File: src/rtl/bldc_pwm_commutator_if.sv
// Controller-side bundle for the BLDC commutator: duty/enable/hall in,
// gate drives and status out.
interface bldc_pwm_commutator_if;
    logic               enable;
    logic signed [23:0] duty;
    logic [2:0]         hall;
    logic [5:0]         gates;
    logic               pwm_out;
    logic               period_start;
    logic               hall_fault;

    modport master (
        output enable, duty, hall,
        input  gates, pwm_out, period_start, hall_fault
    );

    modport slave (
        input  enable, duty, hall,
        output gates, pwm_out, period_start, hall_fault
    );
endinterface

File: src/rtl/bldc_pwm_commutator.sv
// Six-step BLDC commutator: PWM from |duty|, direction from its sign,
// Hall-driven phase selection with dead time on every pair change.
module bldc_pwm_commutator #(
    parameter int unsigned PERIOD   = 1000,
    parameter int unsigned DEADTIME = 8,
    parameter int unsigned CNT_W    = 16
) (
    input  logic CLK,
    input  logic reset,
    bldc_pwm_commutator_if.slave bus
);

    localparam int unsigned DATA_W = 24;
    localparam logic [CNT_W-1:0] LAST = CNT_W'(PERIOD - 1);
    localparam logic [7:0] DT_LOAD = 8'(DEADTIME - 1);

    // |duty| clamped to one full period; -2^23 negates to 2^23 as unsigned.
    function automatic logic [CNT_W-1:0] sat_mag(input logic signed [DATA_W-1:0] d);
        logic [DATA_W-1:0] a;
        a = d[DATA_W-1] ? DATA_W'(-d) : DATA_W'(d);
        if (32'(a) >= PERIOD) return CNT_W'(PERIOD);
        return CNT_W'(a);
    endfunction

    // Pair code {valid, high phase, low phase}; phases 0=A, 1=B, 2=C.
    function automatic logic [4:0] select_pair(input logic [2:0] h, input logic rev);
        logic [1:0] hi;
        logic [1:0] lo;
        hi = 2'd0;
        lo = 2'd0;
        case (h)
            3'b101: begin hi = 2'd0; lo = 2'd1; end
            3'b100: begin hi = 2'd0; lo = 2'd2; end
            3'b110: begin hi = 2'd1; lo = 2'd2; end
            3'b010: begin hi = 2'd1; lo = 2'd0; end
            3'b011: begin hi = 2'd2; lo = 2'd0; end
            3'b001: begin hi = 2'd2; lo = 2'd1; end
            default: return 5'd0;
        endcase
        if (rev) return {1'b1, lo, hi};
        return {1'b1, hi, lo};
    endfunction

    function automatic logic [5:0] drive(input logic [4:0] pair, input logic pwm, input logic on);
        logic [5:0] g;
        g = 6'd0;
        if (!pair[4]) return g;
        case (pair[3:2])
            2'd0:    g[5] = pwm;
            2'd1:    g[3] = pwm;
            default: g[1] = pwm;
        endcase
        case (pair[1:0])
            2'd0:    g[4] = on;
            2'd1:    g[2] = on;
            default: g[0] = on;
        endcase
        return g;
    endfunction

    logic [CNT_W-1:0] cnt_p0;
    logic [CNT_W-1:0] mag_p0;
    logic             dir_p0;
    logic [2:0]       hall_p0;
    logic [2:0]       hall_p1;
    logic [4:0]       pair_p1;
    logic [7:0]       dt_p1;
    logic [5:0]       gates_p1;
    logic             pwm_p1;
    logic             start_p1;
    logic             fault_p1;

    logic             h_ok;
    logic             pwm_n;
    logic [4:0]       tgt;

    always_comb begin
        h_ok  = (hall_p1 != 3'b000) && (hall_p1 != 3'b111);
        pwm_n = bus.enable && (cnt_p0 < mag_p0);
        tgt   = (bus.enable && h_ok) ? select_pair(hall_p1, dir_p0) : 5'd0;
    end

    always_ff @(posedge CLK or negedge reset) begin
        if (!reset) begin
            cnt_p0   <= '0;
            mag_p0   <= '0;
            dir_p0   <= 1'b0;
            hall_p0  <= 3'd0;
            hall_p1  <= 3'd0;
            pair_p1  <= 5'd0;
            dt_p1    <= 8'd0;
            gates_p1 <= 6'd0;
            pwm_p1   <= 1'b0;
            start_p1 <= 1'b0;
            fault_p1 <= 1'b0;
        end else begin
            // stage 0: hall synchronizer, period counter, duty latch
            hall_p0 <= bus.hall;
            hall_p1 <= hall_p0;
            if (!bus.enable || cnt_p0 == LAST) cnt_p0 <= '0;
            else                               cnt_p0 <= cnt_p0 + 1'b1;
            if (!bus.enable || cnt_p0 == LAST) begin
                mag_p0 <= sat_mag(bus.duty);
                dir_p0 <= bus.duty[DATA_W-1];
            end
            // stage 1: registered outputs and dead-time sequencing
            pwm_p1   <= pwm_n;
            start_p1 <= bus.enable && (cnt_p0 == '0);
            fault_p1 <= !h_ok;
            if (tgt != pair_p1) begin
                pair_p1  <= tgt;
                dt_p1    <= DT_LOAD;
                gates_p1 <= 6'd0;
            end else if (dt_p1 != 8'd0) begin
                dt_p1    <= dt_p1 - 1'b1;
                gates_p1 <= 6'd0;
            end else begin
                gates_p1 <= drive(pair_p1, pwm_n, mag_p0 != '0);
            end
        end
    end

    assign bus.gates        = gates_p1;
    assign bus.pwm_out      = pwm_p1;
    assign bus.period_start = start_p1;
    assign bus.hall_fault   = fault_p1;

endmodule

File: src/flat_wrapper.sv
// flat-port wrapper written by rule: the top's interface ports become plain ports
module bldc_pwm_commutator_flat 
#(
    parameter int unsigned PERIOD   = 1000,
    parameter int unsigned DEADTIME = 8,
    parameter int unsigned CNT_W    = 16
)
  (CLK, reset, bus_enable, bus_duty, bus_hall, bus_gates, bus_pwm_out, bus_period_start, bus_hall_fault);
  bldc_pwm_commutator_if bus_i ();
  input  logic CLK;
  input  logic reset;
  input wire logic [$bits(bus_i.enable)-1:0] bus_enable;
  input wire logic [$bits(bus_i.duty)-1:0] bus_duty;
  input wire logic [$bits(bus_i.hall)-1:0] bus_hall;
  output wire logic [$bits(bus_i.gates)-1:0] bus_gates;
  output wire logic [$bits(bus_i.pwm_out)-1:0] bus_pwm_out;
  output wire logic [$bits(bus_i.period_start)-1:0] bus_period_start;
  output wire logic [$bits(bus_i.hall_fault)-1:0] bus_hall_fault;
  assign bus_i.enable = bus_enable;
  assign bus_i.duty = bus_duty;
  assign bus_i.hall = bus_hall;
  assign bus_gates = bus_i.gates;
  assign bus_pwm_out = bus_i.pwm_out;
  assign bus_period_start = bus_i.period_start;
  assign bus_hall_fault = bus_i.hall_fault;
  bldc_pwm_commutator #(.PERIOD(PERIOD), .DEADTIME(DEADTIME), .CNT_W(CNT_W)) u_core (.CLK(CLK), .reset(reset), .bus(bus_i));
endmodule
File: config.mk
export PLATFORM = sky130hd
export DESIGN_NAME = bldc_pwm_commutator_flat
export DESIGN_NICKNAME = d
export VERILOG_FILES = /design/src/rtl/bldc_pwm_commutator_if.sv /design/src/rtl/bldc_pwm_commutator.sv /design/src/flat_wrapper.sv
export SDC_FILE = /design/constraint.sdc
export NUM_CORES = 1
export LEC_CHECK = 0
export ABC_AREA = 1
export CELL_PAD_IN_SITES_DETAIL_PLACEMENT = 1
export CELL_PAD_IN_SITES_GLOBAL_PLACEMENT = 2
export CORE_MARGIN = 5
export CORE_UTILIZATION = 33
export CTS_BUF_LIST = sky130_fd_sc_hd__clkbuf_4 sky130_fd_sc_hd__clkbuf_8 sky130_fd_sc_hd__clkbuf_16
export CTS_CLUSTER_SIZE = 40
export DETAILED_ROUTE_END_ITERATION = 8
export PLACE_DENSITY = 0.83
export SKIP_LAST_GASP = 1
export SLEW_MARGIN = 20
export SYNTH_ARGS = -nofsm -noshare
export SYNTH_HDL_FRONTEND = slang
export SYNTH_SLANG_ARGS = --single-unit
File: constraint.sdc
create_clock -name CLK -period 2.2 [get_ports CLK]
set_input_delay 0.22 -clock CLK [delete_from_list [all_inputs] [get_ports CLK]]
set_output_delay 0.22 -clock CLK [all_outputs]
set_load 0.005 [all_outputs]
==> run_results.csv <==
group,metric,value,unit
synthesis,ys.flop_type,"dfrtp_1",
placed_design,hpwlAfterDp,8420,um
detailed_routing,viasPerCell,4.84,
clock_network,clk_pin_slew,0.06,ns
synthesis,synth_edf_count,0,
sta,worst_pin_slew,0.340,ns
synthesis,ys_seq_area_frac,0.380,
placed_design,placement.io_buffers,38,
floorplan,die_y,120,um
sta,finalCriticalPeriod,1.91,ns
clock_network,clockRootBuffer,"clkbuf_16",
detailed_routing,drt_iter0_markers,161,
synthesis,yosysTopAreaCell,"dfrtp_1",
sta,fin_crit_sh,0.868,
run_status,outcome,"completed",
detailed_routing,routed_wl,10800,um
pwr,cellLeakagePower,2.47,nW
floorplan,core_area,0.0120,mm2
finish,drive_gt1_frac,0.131,
detailed_routing,avgRoutedWirePerCell,14.0,um
sta,rsz0062_at_grt,"false",
finish,fin_util,0.424,
floorplan,initial_core_util,0.336,
detailed_routing,drc,0,
grt,grt_usage,0.159,
finish,syn_to_final_growth,26.1,%
sta,finalHoldViolCount,0,
synthesis,yosys_register_bits,61,
clock_network,cts_tree,"yes",
critical_path,cp_data_required_time,2.41,ns
finish,seq_area,0.00153,mm2
finish,multi_input_area,0.00215,mm2
placed_design,dp_slack,-0.120,ns
floorplan,design.portCount,39,
sta,finalSetupViolations,0,
synthesis,synthDominantCellAreaShare,0.380,
finish,diodes,0,
sta,skew,0.00679,ns
synthesis,synth_cell_types,41,
finish,fin_nets,669,
critical_path,endpoint_kind,"flop",
placed_design,gp_congestion,0.824,
clock_network,ctsLongestPathBuffers,2,
pwr,powerDensity,598,mW/mm2
pwr,p_total,3.03,mW
synthesis,synthTopCellsByArea,"dfrtp_1 (38%), nand2_1 (12%), inv_1 (7.8%)",
grt,grt_pass1_vias,3982,
synthesis,synth_commonest_cells,"nand2_1 (131), inv_1 (84), nor2_1 (69)",
floorplan,dieArea,0.0145,mm2
synthesis,netlist_area,0.00402,mm2
critical_path,rrSetupSlack,0.29,ns
sta,slew_violations,0,
grt,grt_overflow,0,
sta,max_freq,524,MHz
grt,antenna_found_initial,0,
sta,setup_tns,0,ns
sta,whs,0.330,ns
floorplan,row_count,40,
critical_path,path_max_fanout,5,
clock_network,postCtsSetupRepairBufs,0,
critical_path,worstSetupPathType,"flop to flop",
worst_hold_path,hold_path.class,"input pin to flop",
synthesis,synthArstFlopShare,1.00,
synthesis,syn_inst,555,
synthesis,yosysMostFrequentCell,"nand2_1",
clock_network,cts.sinks,61,
grt,grt_max_degree,62,
sta,worst_slack,0.290,ns
sta,slew_headroom,0.772,
critical_path,worstSetupStartpointType,"flop",
detailed_routing,vias,3736,
synthesis,yosysWarnings,0,
detailed_routing,postRouteAntennaNets,0,
finish,num-fill-cells,1519,
clock_network,clk_latency,0.33,ns
grt,grt_pass1_wl,18800,um
detailed_routing,drt_first_pass_iters,4,
clock_network,numCtsBuffers,9,
synthesis,avgSynthCellArea,7.24,um2
pwr,peakVddDrop,0.000326,V
synthesis,syn-num-nets,604,
clock_network,h-tree-depth,3,
floorplan,fp.dieW,120,um
flow_run,cap_violations,0,
critical_path,cp.arrival,2.12,ns
==> registers in the layout, summed over array words and instances, names as in the netlist <==
signal and cells:
u_core.cnt_p0 16, u_core.mag_p0 16, u_core.dt_p1 8, u_core.bus.gates 6
u_core.pair_p1 5, u_core.hall_p0 3, u_core.hall_p1 3, u_core.bus.hall_fault 1
u_core.bus.period_start 1, u_core.bus.pwm_out 1, u_core.dir_p0 1
==> path summary, 6_finish.rpt <==
kind                                   start           endpoint  depth (start not counted)
min in group asynchronous              reset    u_core.dt_p1[2]                          3
max in group asynchronous              reset   u_core.mag_p0[6]                          3
min reg2reg                u_core.hall_p0[2]  u_core.hall_p1[2]                          0
min                              bus_hall[2]  u_core.hall_p0[2]                          1
max reg2reg                 u_core.cnt_p0[0]  u_core.cnt_p0[14]                         10
max                         u_core.cnt_p0[0]  u_core.cnt_p0[14]                         10
==> area by class of cell <==
cell class / instances / area share
multi-input combinational: 399 / 0.423
sequential: 61 / 0.301
timing repair buffer: 62 / 0.115
inverter: 87 / 0.0644
clock buffer: 10 / 0.0472
tap: 147 / 0.0363
clock inverter: 6 / 0.0123
==> per-stage QoR <==
stage,instances,area (um2)
floorplan,555,4020
global placement,755,4730
detailed placement,755,4730
CTS,772,5050
global route,772,5070
finish,772,5070
==> placed cells by master (no fill, tap or decap), drive strengths merged, types with 19 or more instances in the layout <==
| cell type | n |
|---|---|
| ha | 19 |
| inv | 87 |
| nor2 | 88 |
| dfrtp | 61 |
| a21oi | 20 |
| nand2 | 137 |
| o21ai | 33 |
| clkdlybuf4s50 | 37 |
| nand3 | 49 |
| buf | 24 |
==> repair_timing <==
action / 4_1_cts / 5_1_grt
endpoints found under the hold margin: 61 / 0
setup endpoints to repair: 0 / 17
hold buffers: 1 / 0
gates resized for setup: 0 / 5
==> cells by family (layout without fill, tap and decap cells) <==
| group | Yosys count | count (layout) | share of synthesized area |
|---|---|---|---|
| adder cells (fa/ha/maj) | 19 | 19 | 0.0591 |
| XOR/XNOR | 3 | 3 | 0.00654 |
| buffers and inverters | 95 | 165 | 0.0918 |
| AND/OR/NAND/NOR | 315 | 315 | 0.378 |
| flip-flops | 61 | 61 | 0.380 |
| AO/OA/AOI/OAI | 62 | 62 | 0.0843 |
==> routing by layer <==
metal / vias up / track usage / share of wire
met5: - / 0 / 0
met2: 46 / 0.272 / 0.50
li1: 1905 / - / -
met3: 13 / 0.0332 / 0.023
met1: 1772 / 0.204 / 0.46
met4: 0 / 0.0432 / 0.015
==> where the power goes <==
group          internal [mW]  total, mW  switching [mW]
registers               1.15       1.17          0.0211
clock network          0.902       1.42           0.517
logic                  0.182      0.438           0.256
==> critical path, cell delays in order, from the launching register on <==
cell	delay [ns]
dfrtp_1	0.41
ha_1	0.24
nand4_1	0.17
nor2_2	0.16
nand2_1	0.13
nor2_1	0.11
nand2_1	0.11
nor3_2	0.16
nand2_1	0.09
o21ai_0	0.16
a21oi_1	0.06
Power figures use the tool's default switching activity.
